===== src/rtl/toaplan2_prog_packer.sv =====
// Packs single-byte ROM download writes into 16-bit SDRAM programming writes,
// queued in a small FIFO with PROG_WE/PROG_RDY handshake and end-of-download flush.
module toaplan2_prog_packer #(
  parameter int FIFO_DEPTH = 4,
  parameter int AW         = 23
) (
  input  logic          CLK,
  input  logic          RESET,
  input  logic          DOWNLOADING,
  input  logic          IN_WR,
  input  logic [AW-1:0] IN_ADDR,
  input  logic [1:0]    IN_BA,
  input  logic [7:0]    IN_DATA,
  output logic          IN_WAIT,
  output logic [AW-2:0] PROG_ADDR,
  output logic [15:0]   PROG_DATA,
  output logic [1:0]    PROG_MASK,
  output logic [1:0]    PROG_BA,
  output logic          PROG_WE,
  input  logic          PROG_RDY,
  output logic          DONE
);

  localparam int PW = $clog2(FIFO_DEPTH);
  localparam int CW = PW + 1;

  localparam logic [1:0] S_IDLE  = 2'd0;
  localparam logic [1:0] S_LOAD  = 2'd1;
  localparam logic [1:0] S_FLUSH = 2'd2;
  localparam logic [1:0] S_DONE  = 2'd3;

  typedef struct packed {
    logic [AW-2:0] addr;
    logic [15:0]   data;
    logic [1:0]    mask;
    logic [1:0]    ba;
  } entry_t;

  entry_t fifo_q [FIFO_DEPTH];

  logic [1:0]    state_q, state_d;
  logic [PW-1:0] wr_ptr_q, wr_ptr_d, rd_ptr_q, rd_ptr_d, wr_ptr_p1;
  logic [CW-1:0] count_q, count_d;
  logic          in_wait_q, in_wait_d;
  logic          p_valid_q, p_valid_d;
  logic [AW-2:0] p_addr_q, p_addr_d;
  logic [1:0]    p_ba_q, p_ba_d;
  logic [7:0]    p_data_q, p_data_d;

  entry_t     push0, push1, pend_single, hi_single, head;
  logic [1:0] n_push;
  logic       accept, match, pop, empty;

  assign empty       = (count_q == '0);
  assign pop         = !empty && PROG_RDY;
  assign wr_ptr_p1   = wr_ptr_q + PW'(1);
  assign head        = fifo_q[rd_ptr_q];
  assign match       = p_valid_q && (p_addr_q == IN_ADDR[AW-1:1]) && (p_ba_q == IN_BA);
  assign pend_single = '{addr: p_addr_q, data: {p_data_q, p_data_q}, mask: 2'b10, ba: p_ba_q};
  assign hi_single   = '{addr: IN_ADDR[AW-1:1], data: {IN_DATA, IN_DATA}, mask: 2'b01, ba: IN_BA};
  // Writes are only taken while the download window is open and not draining.
  assign accept      = IN_WR && !in_wait_q && DOWNLOADING &&
                       (state_q == S_LOAD || state_q == S_IDLE);

  always_comb begin
    state_d  = state_q;
    p_valid_d = p_valid_q;
    p_addr_d = p_addr_q;
    p_ba_d   = p_ba_q;
    p_data_d = p_data_q;
    push0    = '0;
    push1    = '0;
    n_push   = 2'd0;

    if (accept) begin
      if (!IN_ADDR[0]) begin
        if (p_valid_q) begin
          push0  = pend_single;
          n_push = 2'd1;
        end
        p_valid_d = 1'b1;
        p_addr_d  = IN_ADDR[AW-1:1];
        p_ba_d    = IN_BA;
        p_data_d  = IN_DATA;
      end else if (match) begin
        push0     = '{addr: p_addr_q, data: {IN_DATA, p_data_q}, mask: 2'b00, ba: p_ba_q};
        n_push    = 2'd1;
        p_valid_d = 1'b0;
      end else begin
        // Orphan low byte goes out ahead of the unmatched high byte.
        if (p_valid_q) begin
          push0  = pend_single;
          push1  = hi_single;
          n_push = 2'd2;
        end else begin
          push0  = hi_single;
          n_push = 2'd1;
        end
        p_valid_d = 1'b0;
      end
    end

    case (state_q)
      S_IDLE:  if (DOWNLOADING) state_d = S_LOAD;
      S_LOAD:  if (!DOWNLOADING) state_d = S_FLUSH;
      S_FLUSH: begin
        if (p_valid_q) begin
          if (count_q != CW'(FIFO_DEPTH)) begin
            push0     = pend_single;
            n_push    = 2'd1;
            p_valid_d = 1'b0;
          end
        end else if (empty) begin
          state_d = S_DONE;
        end
      end
      default: state_d = S_IDLE;
    endcase

    count_d  = count_q + CW'(n_push) - CW'(pop);
    wr_ptr_d = wr_ptr_q + PW'(n_push);
    rd_ptr_d = rd_ptr_q + PW'(pop);
    // Registered from next occupancy so a low IN_WAIT always leaves room for two pushes.
    in_wait_d = (count_d > CW'(FIFO_DEPTH - 2)) || (state_d == S_FLUSH) || (state_d == S_DONE);
  end

  always_ff @(posedge CLK) begin
    if (RESET) begin
      state_q   <= S_IDLE;
      wr_ptr_q  <= '0;
      rd_ptr_q  <= '0;
      count_q   <= '0;
      in_wait_q <= 1'b0;
      p_valid_q <= 1'b0;
      p_addr_q  <= '0;
      p_ba_q    <= '0;
      p_data_q  <= '0;
    end else begin
      state_q   <= state_d;
      wr_ptr_q  <= wr_ptr_d;
      rd_ptr_q  <= rd_ptr_d;
      count_q   <= count_d;
      in_wait_q <= in_wait_d;
      p_valid_q <= p_valid_d;
      p_addr_q  <= p_addr_d;
      p_ba_q    <= p_ba_d;
      p_data_q  <= p_data_d;
    end
  end

  always_ff @(posedge CLK) begin
    for (int i = 0; i < FIFO_DEPTH; i++) begin
      if (n_push != 2'd0 && wr_ptr_q == PW'(i)) begin
        fifo_q[i] <= push0;
      end else if (n_push == 2'd2 && wr_ptr_p1 == PW'(i)) begin
        fifo_q[i] <= push1;
      end
    end
  end

  assign IN_WAIT   = in_wait_q;
  assign PROG_WE   = !empty;
  assign PROG_ADDR = empty ? '0 : head.addr;
  assign PROG_DATA = empty ? '0 : head.data;
  assign PROG_MASK = empty ? 2'b11 : head.mask;
  assign PROG_BA   = empty ? 2'b00 : head.ba;
  assign DONE      = (state_q == S_DONE);

endmodule


===== config.mk =====
export PLATFORM = sky130hd
export DESIGN_NAME = toaplan2_prog_packer
export DESIGN_NICKNAME = d
export VERILOG_FILES = /design/src/rtl/toaplan2_prog_packer.sv
export SDC_FILE = /design/constraint.sdc
export NUM_CORES = 1
export LEC_CHECK = 0
export BUFFER_PORTS_ARGS = -buffer_cell sky130_fd_sc_hd__buf_2
export CAP_MARGIN = 10
export CORE_MARGIN = 1
export CORE_UTILIZATION = 60
export DETAILED_ROUTE_END_ITERATION = 8
export PLACE_DENSITY_LB_ADDON = 0.2
export SETUP_SLACK_MARGIN = 0.2
export SYNTH_ARGS = -nofsm -noshare
export SYNTH_HDL_FRONTEND = slang
export SYNTH_SLANG_ARGS = --single-unit

===== constraint.sdc =====
create_clock -name CLK -period 14.4 [get_ports CLK]
set_clock_uncertainty 0.1 [all_clocks]
set_input_delay 4.32 -clock CLK [delete_from_list [all_inputs] [get_ports CLK]]
set_output_delay 4.32 -clock CLK [all_outputs]
set_load 0.05 [all_outputs]

==> summary by stage, run 1 <==
Floorplanning
The area of the die is roughly 0.018 mm². The effective utilization at floorplan is 61.9%. The core region area is roughly 0.017 mm². The floorplan has 47 rows. The boundary pin count is 83. The width of the chip is about 130 µm. The overall die height is between 100 and 150 µm.

Synthesis
After synthesis, flip-flops and latches occupy approximately 57% of the total area. The most used flip-flop cell after synthesis is edfxtp_1. When the netlist entered floorplanning its net count stood at around 850.

The Yosys warning count is 0. Synthesis produced 802 cells. In this run, synthesis produced a sequential element count of approximately 210.

Dividing the synthesized area by the synthesized cell count gives about 13 µm². The count of unique library cells instantiated by Yosys is 48. The count of flip-flops with a built-in enable after synthesis is ~170. The cell type with the largest total area after synthesis is edfxtp_1. In the post-synthesis netlist, the biggest area contributors are edfxtp_1 (49%), mux4_2 (9.2%), dfxtp_1 (8.5%), o2bb2ai_1 (5.4%), a32o_1 (4.6%).

The synthesized design devotes to its leading area cell type ~49% of total area. The most common cell in the netlist is edfxtp_1. The async set-or-reset flop fraction in the synthesized netlist is 0%. Sorting the synthesized cells by how often they occur yields edfxtp_1 (167), nand2_1 (101), o2bb2ai_1 (64), a32o_1 (48), clkbuf_1 (47).

The summed instance area of the synthesized netlist is just over 0.01 mm².

Timing
The number of max-slew violations in the final report is 0. Setup repair after global routing left no endpoint under its margin. The final clock period utilization by the worst path is around 50%. The relative max-transition margin is 27.6%. Setup violations remaining at the end of the flow were counted as 0. In the final timing run, aggregate negative setup slack is 0 ns. The time the worst path needs with I/O delays and setup is 7.40 ns.

The setup slack of the critical path after layout is 7.00 ns. Static timing analysis puts the maximum clock frequency at approximately 0.14 GHz. At the pin with the least slew margin, the transition time is around 1.1 ns. The number of hold violations in the final report is 0.

Clock tree
The number of buffers created by CTS is 23. Post-CTS repair changed the size of 0 cells. The number of buffers added for setup after CTS is 0.

Clock-pin slew was measured on the worst setup and hold paths at ~0.06 ns. In this run the number of H-tree levels came out at 1. In this run the clock root is driven by a clkbuf_16.

The clock latency at the later pin of the worst-skew pair is a little over 0.5 ns. In this run the deepest clock path goes through 3 buffers. The number of clock sinks is 211.

The CTS tree is built. The number of buffers inserted by hold repair at cts is 0.

Detailed routing
After detailed routing, the number of remaining DRC violations is 0. The count of nets left with antenna violations once routing finished came out at 0. The number of vias per cell after detailed routing is around 7. The detailed router's first-iteration violation count is about 900. Detailed routing inserted a total of roughly 7,600 vias. The total detailed-routing wirelength is around 29,000 µm. The first-pass iteration count of the detailed router is 6.

The mean routed wirelength per cell is 26.3 µm.

Global route
The total overflow left after global routing is 0. The via count of the first global-routing pass is between 7,000 and 8,000. The pin count of the biggest net entering global routing is 76. Global routing consumed, over all layers together, 32.8% of the routing resources. The first global-routing pass estimated about 44,000 µm of wire. The number of antenna violations at the first check in global routing is 1.

Setup path
The launching element type of the critical path is an input pin. The critical-path cell with the highest stage delay is or4_1. Along the worst path, the maximum fanout reaches 6. The critical path is of the in2reg type. The worst path required time is between 10 and 15 ns. In this run the register-to-register setup slack is around 10 ns. STA classifies the critical path endpoint as a register. The critical path goes through buf_2 -> xnor2_1 -> o2111ai_1 -> or4_1 -> or2_4 -> and2_1 -> a31o_2 -> ha_1 -> inv_1 -> ha_1 -> inv_1 -> fa_1 -> xnor2_1 -> xnor2_1 -> a31oi_1.

The highest cell delay on the worst timing path is a little under 0.7 ns. STA puts the critical path data arrival time at about 7.7 ns. Among the stages of the critical path, the cell type that occurs most often is xnor2_1.

Placed design
The detailed placement HPWL is roughly 16,000 µm. During placement, the flow inserted port buffers numbering between 80 and 90. The placer's final routability congestion estimate is ~0.8.

The post-placement cell count is ~1,000. The placed instance area is approximately 0.011 mm². The setup slack at placement is 6.46 ns.

Cells and area
The final non-filler cell total is 1,088. The post-route netlist has between 20% and 30% of its cells at a drive strength greater than 1. The relative area change from synthesis to final layout is 12.8%. The total non-filler cell area in the finished layout is roughly 0.012 mm². The number of nets in the finished design is ~890.

Run status
The run finished with clean final reports.

Job
Across the run, the number of max-cap violations was 0.

Power and ir drop
The static leakage is 0.00408 µW. The post-route total power is ~1900 µW. The worst-case IR drop observed on VDD is between 0.1 and 0.15 mV. The power density normalized to cell area is about 160 mW/mm².

Worst hold path
The path class of the tightest hold or removal check is reg2reg.
==> placed cells by master (no fill, tap or decap), types with 5 or more instances in the layout <==
cell type | synthesis | final
and2_1 | 46 | 46
clkbuf_1 | 47 | 6
clkinv_2 | 0 | 5
a21oi_1 | 34 | 34
mux4_2 | 42 | 42
clkbuf_16 | 0 | 23
nand2b_1 | 6 | 5
inv_1 | 6 | 6
nor2b_1 | 7 | 5
nand2_1 | 101 | 100
nor3_1 | 7 | 7
o31ai_1 | 8 | 8
o2bb2ai_1 | 64 | 64
a22o_1 | 40 | 40
buf_4 | 0 | 17
edfxtp_1 | 167 | 167
a32o_1 | 48 | 48
dfxtp_1 | 44 | 42
xnor2_1 | 17 | 17
xor2_1 | 11 | 11
buf_2 | 16 | 82
nand3_1 | 11 | 11
ha_1 | 5 | 5
nor2_1 | 23 | 20
==> cell families (layout without fill, tap and decap cells) <==
kind of cell    count (synthesis)  in the layout  synth area share (%)
simple gates                  215            215                  9.89
flops                         211            211                  57.1
compound gates                218            218                  17.6
buf+inv                        82            147                  3.17
mux                            42             42                  9.15
other cells                     0              1                     0
xor+xnor                       28             28                  2.37
fa+ha+maj                       6              6                 0.799
==> cell type report <==
class                   count  area, µm²
well taps                 220        275
diodes                      1       2.50
inverters                   6       22.5
flip-flops and latches    211       5900
multi-input cells         509       4180
repair buffers             99        538
fillers                  1170       5040
clock buffers              32        639
clock inverters            10        106
==> report_power, final <==
part	total [µW]	switching, µW	internal, µW
Sequential	703	21.7	682
Combinational	579	400	179
Clock	585	238	346
==> flip-flops by register name, summed over array words and instances (netlist names) <==
register and cells:
fifo_q 168, p_addr_q 22, p_data_q 8, count_q 3, p_ba_q 2, rd_ptr_q 2
state_q 2, wr_ptr_q 2, IN_WAIT 1, p_valid_q 1
==> per-layer routing <==
metal	part of all wire [%]	GRT usage [%]
met5	0	0
met4	3.3	15.0
met3	12	6.35
met2	48	53.1
met1	37	43.4
==> per-stage QoR <==
stage	util [%]	hold WS, ns
floorplan	-	0.355
global placement	65.3	0.383
detailed placement	65.3	0.379
CTS	69.8	0.405
global route	69.8	0.416
finish	69.8	0.409
==> path summary, 6_finish.rpt <==
| check | from | end | cells past startpoint |
|---|---|---|---|
| worst max-delay path | IN_ADDR[13] | IN_WAIT$_SDFF_PP0_ | 15 |
| worst min-delay path | fifo_q[2][3]$_SDFFE_PP0P_ | fifo_q[2][3]$_SDFFE_PP0P_ | 1 |
| worst max register to register | p_valid_q$_SDFF_PP0_ | IN_WAIT$_SDFF_PP0_ | 13 |
| worst min register to register | fifo_q[2][3]$_SDFFE_PP0P_ | fifo_q[2][3]$_SDFFE_PP0P_ | 1 |
==> worst max-delay path, delay by kind of cell <==
kind | cells | cell delay [ns]
adders and majority gates | 3 | 0.83
AOI/OAI and AO/OA | 3 | 0.48
and+or+nand+nor | 3 | 1.18
buffers and inverters | 3 | 0.25
xor gates and xnor gates | 3 | 0.60
(Power assumes the default switching activity.)
==> inputs of run 2 (changes only) <==
Settings changed: ABC_AREA from default to 1.
Clock period 14.4 ns to 7.01 ns, I/O delays scaled along.
==> run 2 against run 1 <==
  * Synthesized cell count is 74% higher
  * Sequential share of layout area is 3.3 points lower
  * Routed wire length up 4.7%
  * Clock power up 110%
  * Worst setup slack worse by 5.4 ns
  * Register-to-register slack worse by 7.8 ns
  * Final area is 7.0% higher
  * Via count rose by 29%
  * Non-clock buffer count down 5
  * First-iteration DRC count grew 6.5%
  * Core utilization is 1.3 points lower
==> summary by stage, run 2 <==
Cells and area
The flip-flop count of the largest register after layout came to 168 (unchanged). Most frequent cells in the layout: nand2_1 (395), nor2_1 (217), edfxtp_1 (167) (was edfxtp_1 (167), nand2_1 (100), buf_2 (82)). The share of cells above drive strength 1 is 13.4% (was 23.4%). Biggest regs: fifo_q (168), p_addr_q (22), p_data_q (8) (unchanged).

The leading cell type in the layout, fill and taps excluded is nand2_1 (was edfxtp_1). The antenna diode count is 0 (was 1). The top register by number of flip-flops is fifo_q (unchanged). The number of nets in the finished design is 1,474 (was 894). The final non-filler cell total was 1,676 (was 1,088). The relative area change from synthesis to final layout is 10.2% (was 12.8%). The final design utilization is 68.5% (was 69.8%).

Clock tree
The CTS root buffer was clkbuf_16 (unchanged). The number of clock sinks is 211 (unchanged). The clock latency at the later pin of the worst-skew pair is 0.52 ns (was 0.51 ns). The number of buffers on the longest clock path is 3 (unchanged). The number of gates resized after cts is 0 (unchanged). The number of buffers inserted by hold repair at cts is 0 (unchanged).

The CTS tree is built (unchanged). The number of buffers created by CTS is 23 (unchanged). The clock-pin slew of the registers on the worst-case setup and hold paths is 0.06 ns (about the same).

The number of H-tree levels is 1 (unchanged). The number of buffers added for setup after CTS came to 0 (unchanged).

Placed design
The post-placement cell count is 1,634 (was 1,045). The setup slack at placement is 1.08 ns (was 6.46 ns). The placer's final routability congestion estimate came to 0.862 (was 0.800).

The detailed placement HPWL is 17,700 µm (was 16,100 µm). The port buffer count is 82 (unchanged).

Job
The max capacitance violation total came to 0 (unchanged).

Power and ir drop
The static leakage came to 0.00501 µW (was 0.00408 µW). The maximum resistive drop on vdd is 0.243 mV (was 0.148 mV). The power density normalized to cell area was 326 mW/mm² (was 160 mW/mm²).

Detailed routing
The total detailed-routing wirelength is 30,000 µm (was 28,700 µm). The mean routed wirelength per cell is 17.9 µm (was 26.3 µm). The number of vias per cell after detailed routing is 5.87 (was 7.02). The first-pass iteration count of the detailed router was 6 (unchanged). The post-detailed-route count of antenna-violating nets was 0 (unchanged).

The detailed router's first-iteration violation count is 970 (was 911). The DRC violation count after routing came to 0 (unchanged). The routed via count is 9,842 (was 7,641).

Synthesis
The cell type with the largest total area after synthesis is edfxtp_1 (unchanged). The net count after synthesis is 1,439 (was 846). The async set-or-reset flop fraction in the synthesized netlist is 0% (unchanged).

Most frequent cells after synthesis: nand2_1 (399), nor2_1 (218), edfxtp_1 (167), o21ai_0 (163), inv_1 (62) (was edfxtp_1 (167), nand2_1 (101), o2bb2ai_1 (64), a32o_1 (48), clkbuf_1 (47)). Top cells by area, synth: edfxtp_1 (44%), nand2_1 (13%), dfxtp_1 (7.8%), nor2_1 (7.2%), o21ai_0 (7.2%) (was edfxtp_1 (49%), mux4_2 (9.2%), dfxtp_1 (8.5%), o2bb2ai_1 (5.4%), a32o_1 (4.6%)). The count of unique library cells instantiated by Yosys is 38 (was 48). The flop and latch count out of synthesis is 211 (unchanged). The summed instance area of the synthesized netlist came to 0.0113 mm² (was 0.0103 mm²).

The area share of the leading cell type in the synthesized netlist is 44.3% (was 48.5%). The mean instance size in the synthesized netlist is 8.11 µm² (was 12.9 µm²). The Yosys warning count is 0 (unchanged). The count of flip-flops with a built-in enable after synthesis is 167 (unchanged). The most common cell in the netlist is nand2_1 (was edfxtp_1). The cell count after synthesis is 1,395 (was 802). The sequential-to-total area share from yosys stat was 52.1% (was 57.1%).

The most used flip-flop cell after synthesis is edfxtp_1 (unchanged).

Global route
The met3 usage in global routing is 4.82% (was 6.35%). The combined global-route utilization of all metal layers is 31.3% (was 32.8%). The busiest metal layer after global routing is met2 (unchanged). The via count of the first global-routing pass is 9,238 (was 7,770). The overall overflow remaining after global route is 0 (unchanged). The pin count of the biggest net entering global routing came to 86 (was 76). The met1 capacity usage during global routing is 42.4% (was 43.4%). The first-pass GRT wire length is 47,700 µm (was 43,500 µm). The met2 usage came to 52.2% (was 53.1%).

The number of antenna violations at the first check in global routing is 0 (was 1).

Setup path
The worst reg-to-reg path cell count is 10 (was 13). The critical path launch point is IN_ADDR[9] (was IN_ADDR[13]). The data arrival time at the worst-slack endpoint was 5.54 ns (was 7.65 ns).

The worst path required time is 7.10 ns (was 14.65 ns). The nature of the critical path endpoint was a register (unchanged). The worst-path maximum fanout is 51 (was 6). The category of the critical setup timing path is in2reg (unchanged). The beginning of the worst register-to-register path was p_valid_q$_SDFF_PP0_ (unchanged). The worst setup slack for register-to-register paths is 2.58 ns (was 10.39 ns).

The endpoint of the lowest-slack register-to-register path was fifo_q[1][12]$_DFFE_PP_ (was IN_WAIT$_SDFF_PP0_). The launching element type of the critical path is an input pin (unchanged). The timing endpoint of the critical path is fifo_q[1][12]$_DFFE_PP_ (was IN_WAIT$_SDFF_PP0_).

Worst hold path
The hold path depth was 2 (was 1). The path type of the worst min-delay path is reg2reg (unchanged).

Floorplanning
The placement row count was 49 (was 47). The overall die height is 139 µm (was 133 µm). The width of the chip came to 139 µm (was 133 µm). The core region area was 0.0182 mm² (was 0.0167 mm²).

The area of the die is 0.0194 mm² (was 0.0178 mm²). The effective utilization at floorplan is 62.2% (was 61.9%). The boundary pin count is 83 (unchanged).

Timing
The number of setup violations in the final report is 0 (unchanged). The final clock period utilization by the worst path is between 70 and 80%. The setup slack of the critical path after layout is 1.56 ns (was 7.00 ns). The number of max-slew violations in the final report is 0 (unchanged). The final setup TNS is 0 ns (unchanged). Based on the critical path, the design can be clocked at up to 0.183 GHz. The number of hold violations in the final report is 0 (unchanged).

Unrepaired setup endpoints after global routing: no (unchanged). The relative max-transition margin is 22.6% (was 27.6%). The slew at the pin closest to its max-slew limit was 1.16 ns (was 1.08 ns). Counting I/O delays and the setup requirement, the final critical path takes about 5.5 ns.

Run status
Run status: completed (unchanged).
run 2: cell types whose count changed after synthesis, moves of 40 or more:
| cell | delta |
|---|---|
| nand3_1 | +43 |
| o21ai_0 | +160 |
| mux4_2 | -42 |
| a32o_1 | -48 |
| and2_1 | -46 |
| nand2_1 | +298 |
| o2bb2ai_1 | -64 |
| a22o_1 | -40 |
| nor2_1 | +195 |
| inv_1 | +56 |
run 2: logic make-up after synthesis:
kind of cell / after synthesis / synth area share [%]
flip-flops: 211 / 52.1
adder cells (fa/ha/maj): 6 / 0.730
buffers and inverters: 175 / 6.58
AND/OR/NAND/NOR: 689 / 24.6
XOR/XNOR: 10 / 0.774
AO/OA/AOI/OAI: 304 / 15.2
run 2: layout make-up:
| cell class | instances | area, µm² |
|---|---|---|
| Clock buffer | 33 | 653 |
| Clock inverter | 9 | 97.6 |
| Fill cell | 1461 | 5730 |
| Inverter | 91 | 345 |
| Multi-Input combinational cell | 1009 | 4690 |
| Sequential cell | 211 | 5900 |
| Tap cell | 229 | 287 |
| Timing Repair Buffer | 94 | 500 |
run 2: power by group:
part	internal [µW]	switching (µW)	leakage (µW)	total [µW]
registers	1400	29.9	0.00186	1430
logic	310	1120	0.00279	1430
clock network	720	491	0.000366	1210
total	2430	1640	0.00501	4070
run 2: worst max-delay path, stage by stage:
cell,delay [ns]
buf_2,0.13
inv_2,0.07
nand2_1,0.04
nand2_1,0.06
nor2_1,0.05
nand3_1,0.17
nor2_4,0.10
nand3_2,0.24
nand4_4,0.22
inv_2,0.80
nand2_4,0.40
nand2_2,0.68
buf_4,0.43
run 2: how the worst min path moves through the flow:
| stage | from | to |
|---|---|---|
| 2_1_floorplan | fifo_q[2][3]$_SDFFE_PP0P_ | fifo_q[2][3]$_SDFFE_PP0P_ |
| 3_3_place_gp | fifo_q[2][3]$_SDFFE_PP0P_ | fifo_q[2][3]$_SDFFE_PP0P_ |
| 3_5_place_dp | fifo_q[2][3]$_SDFFE_PP0P_ | fifo_q[2][3]$_SDFFE_PP0P_ |
| 4_1_cts | p_data_q[7]$_SDFFE_PP0P_ | p_data_q[7]$_SDFFE_PP0P_ |
| 5_1_grt | p_data_q[2]$_SDFFE_PP0P_ | p_data_q[2]$_SDFFE_PP0P_ |
| 6_report | p_data_q[4]$_SDFFE_PP0P_ | p_data_q[4]$_SDFFE_PP0P_ |
run 2: per-stage QoR:
step           power (µW)  hold WS [ns]  area, µm²
6_report             4070         0.381      12500
5_1_grt              4220         0.400      12500
4_1_cts              4060         0.380      12500
3_5_place_dp         2870         0.367      11700
3_3_place_gp         2840         0.354      11700
2_1_floorplan        2500         0.340      11300
run 2: layer usage:
layer / up-vias / part of all wire [%]
met3: 55 / 10
li1: 4736 / -
met1: 4568 / 41
met2: 483 / 47
met4: 0 / 2.3
met5: - / 0
